File: config.mk
export PLATFORM = sky130hd
export DESIGN_NAME = btn_irq_ctrl
export DESIGN_NICKNAME = d
export VERILOG_FILES = /design/src/rtl/btn_irq_ctrl_pkg.sv /design/src/rtl/btn_sync_debounce.sv /design/src/rtl/btn_irq_ctrl.sv
export SDC_FILE = /design/constraint.sdc
export NUM_CORES = 1
export LEC_CHECK = 0
export ABC_AREA = 1
export CAP_MARGIN = 0
export CORE_MARGIN = 3
export CORE_UTILIZATION = 30
export CTS_CLUSTER_SIZE = 10
export DETAILED_ROUTE_END_ITERATION = 7
export SLEW_MARGIN = 20
export SYNTH_ARGS = -nofsm -noshare
export SYNTH_HDL_FRONTEND = slang
export SYNTH_SLANG_ARGS = --single-unit
File: constraint.sdc
create_clock -name clk -period 2.77 [get_ports clk]
set_input_delay 0.4155 -clock clk [delete_from_list [all_inputs] [get_ports clk]]
set_output_delay 0.4155 -clock clk [all_outputs]
set_load 0.05 [all_outputs]
File: src/rtl/btn_irq_ctrl_pkg.sv
// Shared definitions for the button interrupt controller.
//   - register select codes (byte address bits [3:2])
//   - EDGE register field positions and reset value
package btn_irq_ctrl_pkg;

  localparam logic [1:0] BTN_REG_STATE  = 2'd0;  // 0x0
  localparam logic [1:0] BTN_REG_PEND   = 2'd1;  // 0x4
  localparam logic [1:0] BTN_REG_ENABLE = 2'd2;  // 0x8
  localparam logic [1:0] BTN_REG_EDGE   = 2'd3;  // 0xC

  localparam int BTN_EDGE_RISE_LSB = 0;
  localparam int BTN_EDGE_FALL_LSB = 16;

  // Rise detection on for every button, fall detection off.
  localparam logic [31:0] BTN_EDGE_RST = 32'h0000_FFFF;

  // Expand 4 byte enables into a 32-bit bit mask.
  function automatic logic [31:0] btn_byte_mask(input logic [3:0] sel);
    logic [31:0] m;
    m = '0;
    for (int b = 0; b < 4; b++) m[8*b +: 8] = {8{sel[b]}};
    return m;
  endfunction

endpackage

File: src/rtl/btn_sync_debounce.sv
// One button bit: 2-FF synchroniser followed (with BTN_IRQ_DEBOUNCE_EN)
// by a two-sample debouncer clocked by a shared tick.
// Ports:
//   clk, rst_i   clock, synchronous active-low reset
//   tick_i       sample strobe from the parent prescaler (debounce build only)
//   btn_i        raw asynchronous pin
//   state_o      debounced (or merely synchronised) level
// Macro: BTN_IRQ_DEBOUNCE_EN selects the debounced build.
module btn_sync_debounce
  import btn_irq_ctrl_pkg::*;
(
  input  logic clk,
  input  logic rst_i,
`ifdef BTN_IRQ_DEBOUNCE_EN
  input  logic tick_i,
`endif
  input  logic btn_i,
  output logic state_o
);

  logic [1:0] sync_q;

  always_ff @(posedge clk) begin
    if (!rst_i) sync_q <= '0;
    else        sync_q <= {sync_q[0], btn_i};
  end

`ifdef BTN_IRQ_DEBOUNCE_EN
  logic samp_q, level_q;

  // The level only moves when two consecutive ticks agree, so any
  // excursion shorter than one tick period is seen at most once.
  always_ff @(posedge clk) begin
    if (!rst_i) begin
      samp_q  <= 1'b0;
      level_q <= 1'b0;
    end else if (tick_i) begin
      samp_q <= sync_q[1];
      if (sync_q[1] == samp_q && sync_q[1] != level_q) level_q <= sync_q[1];
    end
  end

  assign state_o = level_q;
`else
  assign state_o = sync_q[1];
`endif

endmodule

File: src/rtl/btn_irq_ctrl.sv
// Button interrupt controller: synchronise/debounce buttons, detect
// selected edges, latch pending bits and drive a level interrupt.
// Bus slave registers (adr_i[3:2]): 0 STATE (RO), 1 PEND (W1C),
// 2 ENABLE (RW), 3 EDGE (RW, rise [NUM_BTN-1:0], fall [16+:NUM_BTN]).
// Ports:
//   clk, rst_i                 clock, synchronous active-low reset
//   btn_i[NUM_BTN]             raw active-high button pins
//   adr_i, dat_i, sel_i, we_i, stb_i   bus request
//   ack_o, dat_o               bus response (ack one cycle after stb)
//   irq_o                      registered level interrupt
// Macro: BTN_IRQ_DEBOUNCE_EN enables the prescaler and debouncer.
module btn_irq_ctrl
  import btn_irq_ctrl_pkg::*;
#(
  parameter int NUM_BTN         = 7,
  parameter int DEBOUNCE_CYCLES = 250000
) (
  input  logic               clk,
  input  logic               rst_i,
  input  logic [NUM_BTN-1:0] btn_i,
  input  logic [3:0]         adr_i,
  input  logic [31:0]        dat_i,
  input  logic [3:0]         sel_i,
  input  logic               we_i,
  input  logic               stb_i,
  output logic               ack_o,
  output logic [31:0]        dat_o,
  output logic               irq_o
);

  logic [NUM_BTN-1:0] state;

`ifdef BTN_IRQ_DEBOUNCE_EN
  localparam int CW = (DEBOUNCE_CYCLES > 1) ? $clog2(DEBOUNCE_CYCLES) : 1;
  logic [CW-1:0] cnt_q, cnt_d;
  logic          tick;

  assign tick  = (cnt_q == CW'(DEBOUNCE_CYCLES - 1));
  assign cnt_d = tick ? '0 : cnt_q + 1'b1;

  always_ff @(posedge clk) begin
    if (!rst_i) cnt_q <= '0;
    else        cnt_q <= cnt_d;
  end
`else
  localparam int unused_debounce_cycles = DEBOUNCE_CYCLES;
`endif

  for (genvar g = 0; g < NUM_BTN; g++) begin : g_btn
    btn_sync_debounce u_bit (
      .clk     (clk),
      .rst_i   (rst_i),
`ifdef BTN_IRQ_DEBOUNCE_EN
      .tick_i  (tick),
`endif
      .btn_i   (btn_i[g]),
      .state_o (state[g])
    );
  end

  logic [NUM_BTN-1:0] state_prev_q, pend_q, pend_d, en_q, en_d;
  logic [NUM_BTN-1:0] rise_q, rise_d, fall_q, fall_d;
  logic [NUM_BTN-1:0] set_v, clr_v, m_lo, m_hi, d_lo, d_hi;
  logic               ack_q, ack_d, irq_q, irq_d;
  logic [31:0]        dat_q, dat_d, wmask, rdata;
  logic               access, wr, rd;
  logic [1:0]         reg_sel;
  logic               unused_adr;

  assign unused_adr = ^adr_i[1:0];
  assign reg_sel    = adr_i[3:2];
  assign access     = stb_i & ~ack_q;
  assign wr         = access & we_i;
  assign rd         = access & ~we_i;
  assign wmask      = btn_byte_mask(sel_i);
  assign m_lo       = wmask[BTN_EDGE_RISE_LSB +: NUM_BTN];
  assign m_hi       = wmask[BTN_EDGE_FALL_LSB +: NUM_BTN];
  assign d_lo       = dat_i[BTN_EDGE_RISE_LSB +: NUM_BTN];
  assign d_hi       = dat_i[BTN_EDGE_FALL_LSB +: NUM_BTN];

  always_comb begin
    set_v  = (state & ~state_prev_q & rise_q) | (~state & state_prev_q & fall_q);
    clr_v  = '0;
    en_d   = en_q;
    rise_d = rise_q;
    fall_d = fall_q;
    if (wr) begin
      case (reg_sel)
        BTN_REG_PEND:   clr_v = d_lo & m_lo;
        BTN_REG_ENABLE: en_d  = (en_q & ~m_lo) | (d_lo & m_lo);
        BTN_REG_EDGE: begin
          rise_d = (rise_q & ~m_lo) | (d_lo & m_lo);
          fall_d = (fall_q & ~m_hi) | (d_hi & m_hi);
        end
        default: ;
      endcase
    end
    // Set after clear: a new edge is never lost to a concurrent W1C.
    pend_d = (pend_q & ~clr_v) | set_v;

    case (reg_sel)
      BTN_REG_STATE:  rdata = 32'(state);
      BTN_REG_PEND:   rdata = 32'(pend_q);
      BTN_REG_ENABLE: rdata = 32'(en_q);
      default:        rdata = 32'(rise_q) | (32'(fall_q) << BTN_EDGE_FALL_LSB);
    endcase
    dat_d = rd ? (rdata & wmask) : dat_q;
    ack_d = stb_i & ~ack_q;
    irq_d = |(pend_q & en_q);
  end

  always_ff @(posedge clk) begin
    if (!rst_i) begin
      state_prev_q <= '0;
      pend_q       <= '0;
      en_q         <= '0;
      rise_q       <= BTN_EDGE_RST[BTN_EDGE_RISE_LSB +: NUM_BTN];
      fall_q       <= BTN_EDGE_RST[BTN_EDGE_FALL_LSB +: NUM_BTN];
      ack_q        <= 1'b0;
      dat_q        <= '0;
      irq_q        <= 1'b0;
    end else begin
      state_prev_q <= state;
      pend_q       <= pend_d;
      en_q         <= en_d;
      rise_q       <= rise_d;
      fall_q       <= fall_d;
      ack_q        <= ack_d;
      dat_q        <= dat_d;
      irq_q        <= irq_d;
    end
  end

  assign ack_o = ack_q;
  assign dat_o = dat_q;
  assign irq_o = irq_q;

endmodule
Yosys cells after proc, flatten, opt, wreduce, memory -nomap -nowiden --
Index checks and enable logic that the tools add are counted.
Operators by class: add/subtract/negate cells 0, $mul 0, divide/modulo/power cells 0, order comparisons 0, equality and inequality tests 3, shifts and indexed selects 0, mux-type cells 3, bitwise logic cells 28, reductions and logical operators 4
Operators by type and width (count):
- bitwise AND 7 bit | 11
- one-hot mux 23 bit (3 select lines) | 1
- inverter 7 bit | 5
- OR 7 bit | 5
- bitwise AND 32 bit | 1
- OR 7 x 23 -> 23 bit | 1
- 2-to-1 mux 7 bit | 2
- OR reduction 7 bit | 1
- equality test 2 bit, second input constant | 2
- AND reduction 2 bit | 2
- bitwise AND 1 bit | 3
- equality test 2 x 1 -> 1 bit, second input constant | 1
- logical NOT 2 bit | 1
- inverter 1 bit | 2
Storage, ports and cells: bits in registers 83, latch bits 0, memory bits (writable) 0, bits in read-only memories 0, bits of input ports 51, output and inout port bits 34, word-level logic and storage cells 53, memories kept 0

Longest topological paths before layout --
depth in word-level cells 7, mapped depth 7, depth with buffers taken out 6

Cells and area by module --
From an unflattened synthesis, not the netlist that was laid out.
Unflattened totals: cell total of the unflattened synthesis 394, area, all modules 2827.7 um^2
Modules (own cells, without submodules):
- btn_irq_ctrl | instances 1, cells each 352, area each 2442.3 um^2, sequential area each 1021.0 um^2
- btn_sync_debounce | instances 7, cells each 6, area each 55.1 um^2, sequential area each 40.0 um^2

Worst setup path after synthesis --
OpenSTA, ideal clock, no wires.
path type register to register, from reg ack_q, in the netlist ack_o, to reg dat_q[21], in the netlist dat_o[21], setup time 70 ps, arrival time 1435 ps, data required time 2700 ps, path slack 1264 ps, stages on the path, launching flop included 8, buffers on the path 1, clock period less this slack 1506 ps, cells stage by stage dfxtp_1 inv_2 nand2_1 nor2_2 inv_1 clkbuf_1 nand2_1 a21oi_1
On the way: cells in the longest elaborated chain, start to end 3
RTL lines:
- from (decl) | RTL line btn_irq_ctrl.sv:64 | logic ack_q, ack_d, irq_q, irq_d;
- from (signal assigned) | RTL line btn_irq_ctrl.sv:128 | ack_q <= ack_d;
- inverter 1 bit | RTL line btn_irq_ctrl.sv:72 | assign access = stb_i & ~ack_q;
- bitwise AND 1 bit | RTL line btn_irq_ctrl.sv:72
- bitwise AND 1 bit | RTL line btn_irq_ctrl.sv:74 | assign rd = access & ~we_i;
- to (signal assigned) | RTL line btn_irq_ctrl.sv:129 | dat_q <= dat_d;
- to (decl) | RTL line btn_irq_ctrl.sv:65 | logic [31:0] dat_q, dat_d, wmask, rdata;
No other way between the ends. A chain may end at the register's enable or synchronous reset.

Final worst setup path --
from reg dat_q[16], in the netlist dat_o[16], to out dat_o[16]
RTL lines:
- to (decl) | RTL line btn_irq_ctrl.sv:27 | output logic [31:0] dat_o,
No word-level cell between the ends.

==> flow_summary.json <==
{
  "syn_to_final_growth_pct": 22.9,
  "finalHoldViolCount": 0,
  "synth_cell_types": 26,
  "cts.sinks": 65,
  "yosysMostFrequentCell": "nand2_1",
  "finalCriticalPeriod_ps": 1880,
  "synth_edf_count": 0,
  "worst_pin_slew_ps": 525,
  "die_width_um": 103,
  "critical-path-top-delay-family": "buffers and inverters",
  "grt_use_total": 0.129,
  "reg2reg_depth": 7,
  "crit_type": "register to primary output",
  "ant_nets": 0,
  "grt_antenna_before_repair": 0,
  "yosys-top-cells-area": "dfxtp_1 46%, nand2_1 12%, nor2_1 7.5%",
  "synth-main-ff-cell": "dfxtp_1",
  "drt-total-wl_um": 6550,
  "drive_gt1_frac": 0.0618,
  "grt_pass1_wl_um": 10600,
  "status": "completed",
  "async_flop_share": 0,
  "power_uw": 1910,
  "power_density_mw_per_mm2": 546,
  "dp_hpwl_um": 4900,
  "yosys_warnings": 0,
  "cp_data_arrival_time_ps": 1460,
  "drt_iter0_markers": 179,
  "numCtsBuffers": 9,
  "rsz0062_at_grt": "no",
  "period_share": 0.679,
  "yosysSeqAreaShare": 0.458,
  "cp.required_ps": 2350,
  "placed_cell_area_mm2": 0.00334,
  "cts_buffer_depth": 2,
  "synth_top_area_frac": 0.458,
  "ctsHoldBuffers": 0,
  "vdd_ir_drop_max_mv": 0.236,
  "htreeDepth": 3,
  "switching_share": 0.272,
  "power_frac_comb": 0.140,
  "maxCapViolCount": 0,
  "worst_slew_margin_rel": 0.648,
  "r2r_slack_ps": 1390,
  "initial_utilization": 0.317,
  "num_rows": 34,
  "skew_ps": 6.52,
  "cts_setup_buffers": 0,
  "place_congestion": 0.895,
  "leakagePower_uw": 0.00156,
  "ys_ff_latch": 65,
  "r2r_start": "ack_o",
  "remaining_drc_errors": 0,
  "path_clk_slew_ps": 60,
  "dieArea_mm2": 0.0107,
  "synthCells": 390,
  "clock-root-buffer": "clkbuf_8",
  "cpPeakStageDelay_ps": 810,
  "die_h_um": 103,
  "whs_path_depth": 2,
  "setup-violations-final": 0,
  "intPower_uw": 1390,
  "finalSetupTns_ps": 0,
  "grt_overflow_total": 0,
  "port_buffers": 44,
  "holdCritPathClass": "register to register",
  "cp-end-kind": "primary output",
  "fin_nets": 486,
  "final_area_mm2": 0.00349,
  "final_core_util": 0.389,
  "report.final.slew_viol_count": 0,
  "fmaxAchievable_mhz": 532,
  "ios": 85,
  "clkPwrFrac": 0.342,
  "switchingPower_uw": 518,
  "ctsResizeCount": 0,
  "core_mm2": 0.00898,
  "min_to": "g_btn[4].u_bit.sync_q[1]",
  "seqPwrFrac": 0.518,
  "drt_pass1_iterations": 4,
  "dr_total_vias": 2450,
  "crit_path_top_delay_cell": "clkdlybuf4s50_1",
  "hold_start": "g_btn[4].u_bit.sync_q[0]",
  "crit_buf_inv": 1,
  "synth_area_leader_cell": "dfxtp_1",
  "clock_latency_ps": 330,
  "cts_tree": "done",
  "grt_max_degree": 38,
  "avgSynthCellArea_um2": 7.29,
  "grt_pass1_vias": 2224,
  "diodes": 0,
  "crit_chain": "clkdlybuf4s50_1",
  "cp-start-kind": "register",
  "critical_path.max_fanout": 2,
  "wl_per_cell_um": 11.6,
  "post-place-cells": 550,
  "avgViaCountPerCell": 4.35,
  "syn-cell-area_mm2": 0.00284,
  "synthTopCellsByCount": "94 x nand2_1, 65 x dfxtp_1, 57 x nor2_1",
  "layout.cells.non_filler": 563
}
==> logic make-up (layout without fill, tap and decap cells) <==
logic type             Yosys count  after routing  synth area share
AOI/OAI and AO/OA               48             48            0.0876
buffers and inverters           75            105             0.131
DFF                             65             65             0.458
other                            1             18           0.00132
and+or+nand+nor                201            201             0.322
==> power by group through the flow <==
stage / clock network (µW) / logic, µW / registers [µW]
3_3_place_gp: 0 / 265 / 1010
2_1_floorplan: 0 / 176 / 1030
5_1_grt: 713 / 291 / 991
4_1_cts: 672 / 267 / 988
6_report: 652 / 266 / 988
3_5_place_dp: 0 / 267 / 1010
==> worst max-delay path by stage <==
stage               from  cells past startpoint         to  slack, ps
2_1_floorplan      ack_o                      7  dat_o[21]       1260
3_3_place_gp       rst_i                      3      irq_o        650
6_report       dat_o[16]                      1  dat_o[16]        890
3_5_place_dp       rst_i                      3   dat_o[0]        620
4_1_cts         dat_o[0]                      1   dat_o[0]        870
5_1_grt         dat_o[2]                      1   dat_o[2]        830
==> metal layers <==
layer | GRT usage | up-vias | routed length (µm)
met4 | 0.0518 | 0 | 159
met5 | 0 | - | 0
li1 | - | 1281 | -
met3 | 0.0362 | 12 | 403
met1 | 0.163 | 1080 | 2860
met2 | 0.208 | 77 | 3130
==> cells in the final DEF (no fill, tap or decap), drive strengths merged, types with 7 or more instances in the layout <==
cell type      instances
clkdlybuf4s50         44
a31oi                  7
o21ai                 19
a21oi                 22
nand3b                 7
conb                  18
dfxtp                 65
nand4                  8
nand2                 95
nand3                 27
inv                   42
nor2                  61
clkbuf                12
==> worst min-delay path, stage by stage (launching register included) <==
cell,delay [ps]
dfxtp_1,300
nand2_1,40
inv_1,40
==> through the flow <==
step	worst slack (ps)	hold slack, ps
6_report	890	408
5_1_grt	830	436
4_1_cts	866	412
3_5_place_dp	623	397
3_3_place_gp	650	398
2_1_floorplan	1260	390
==> area by class of cell <==
type	count	area, µm²
Clock buffer	12	145
Inverter	43	161
Timing Repair Buffer	49	490
Clock inverter	1	5.00
Multi-Input combinational cell	267	1230
Sequential cell	65	1300
Tap cell	126	158
Fill cell	938	5480
No activity file was read; power rests on OpenSTA's default activity.
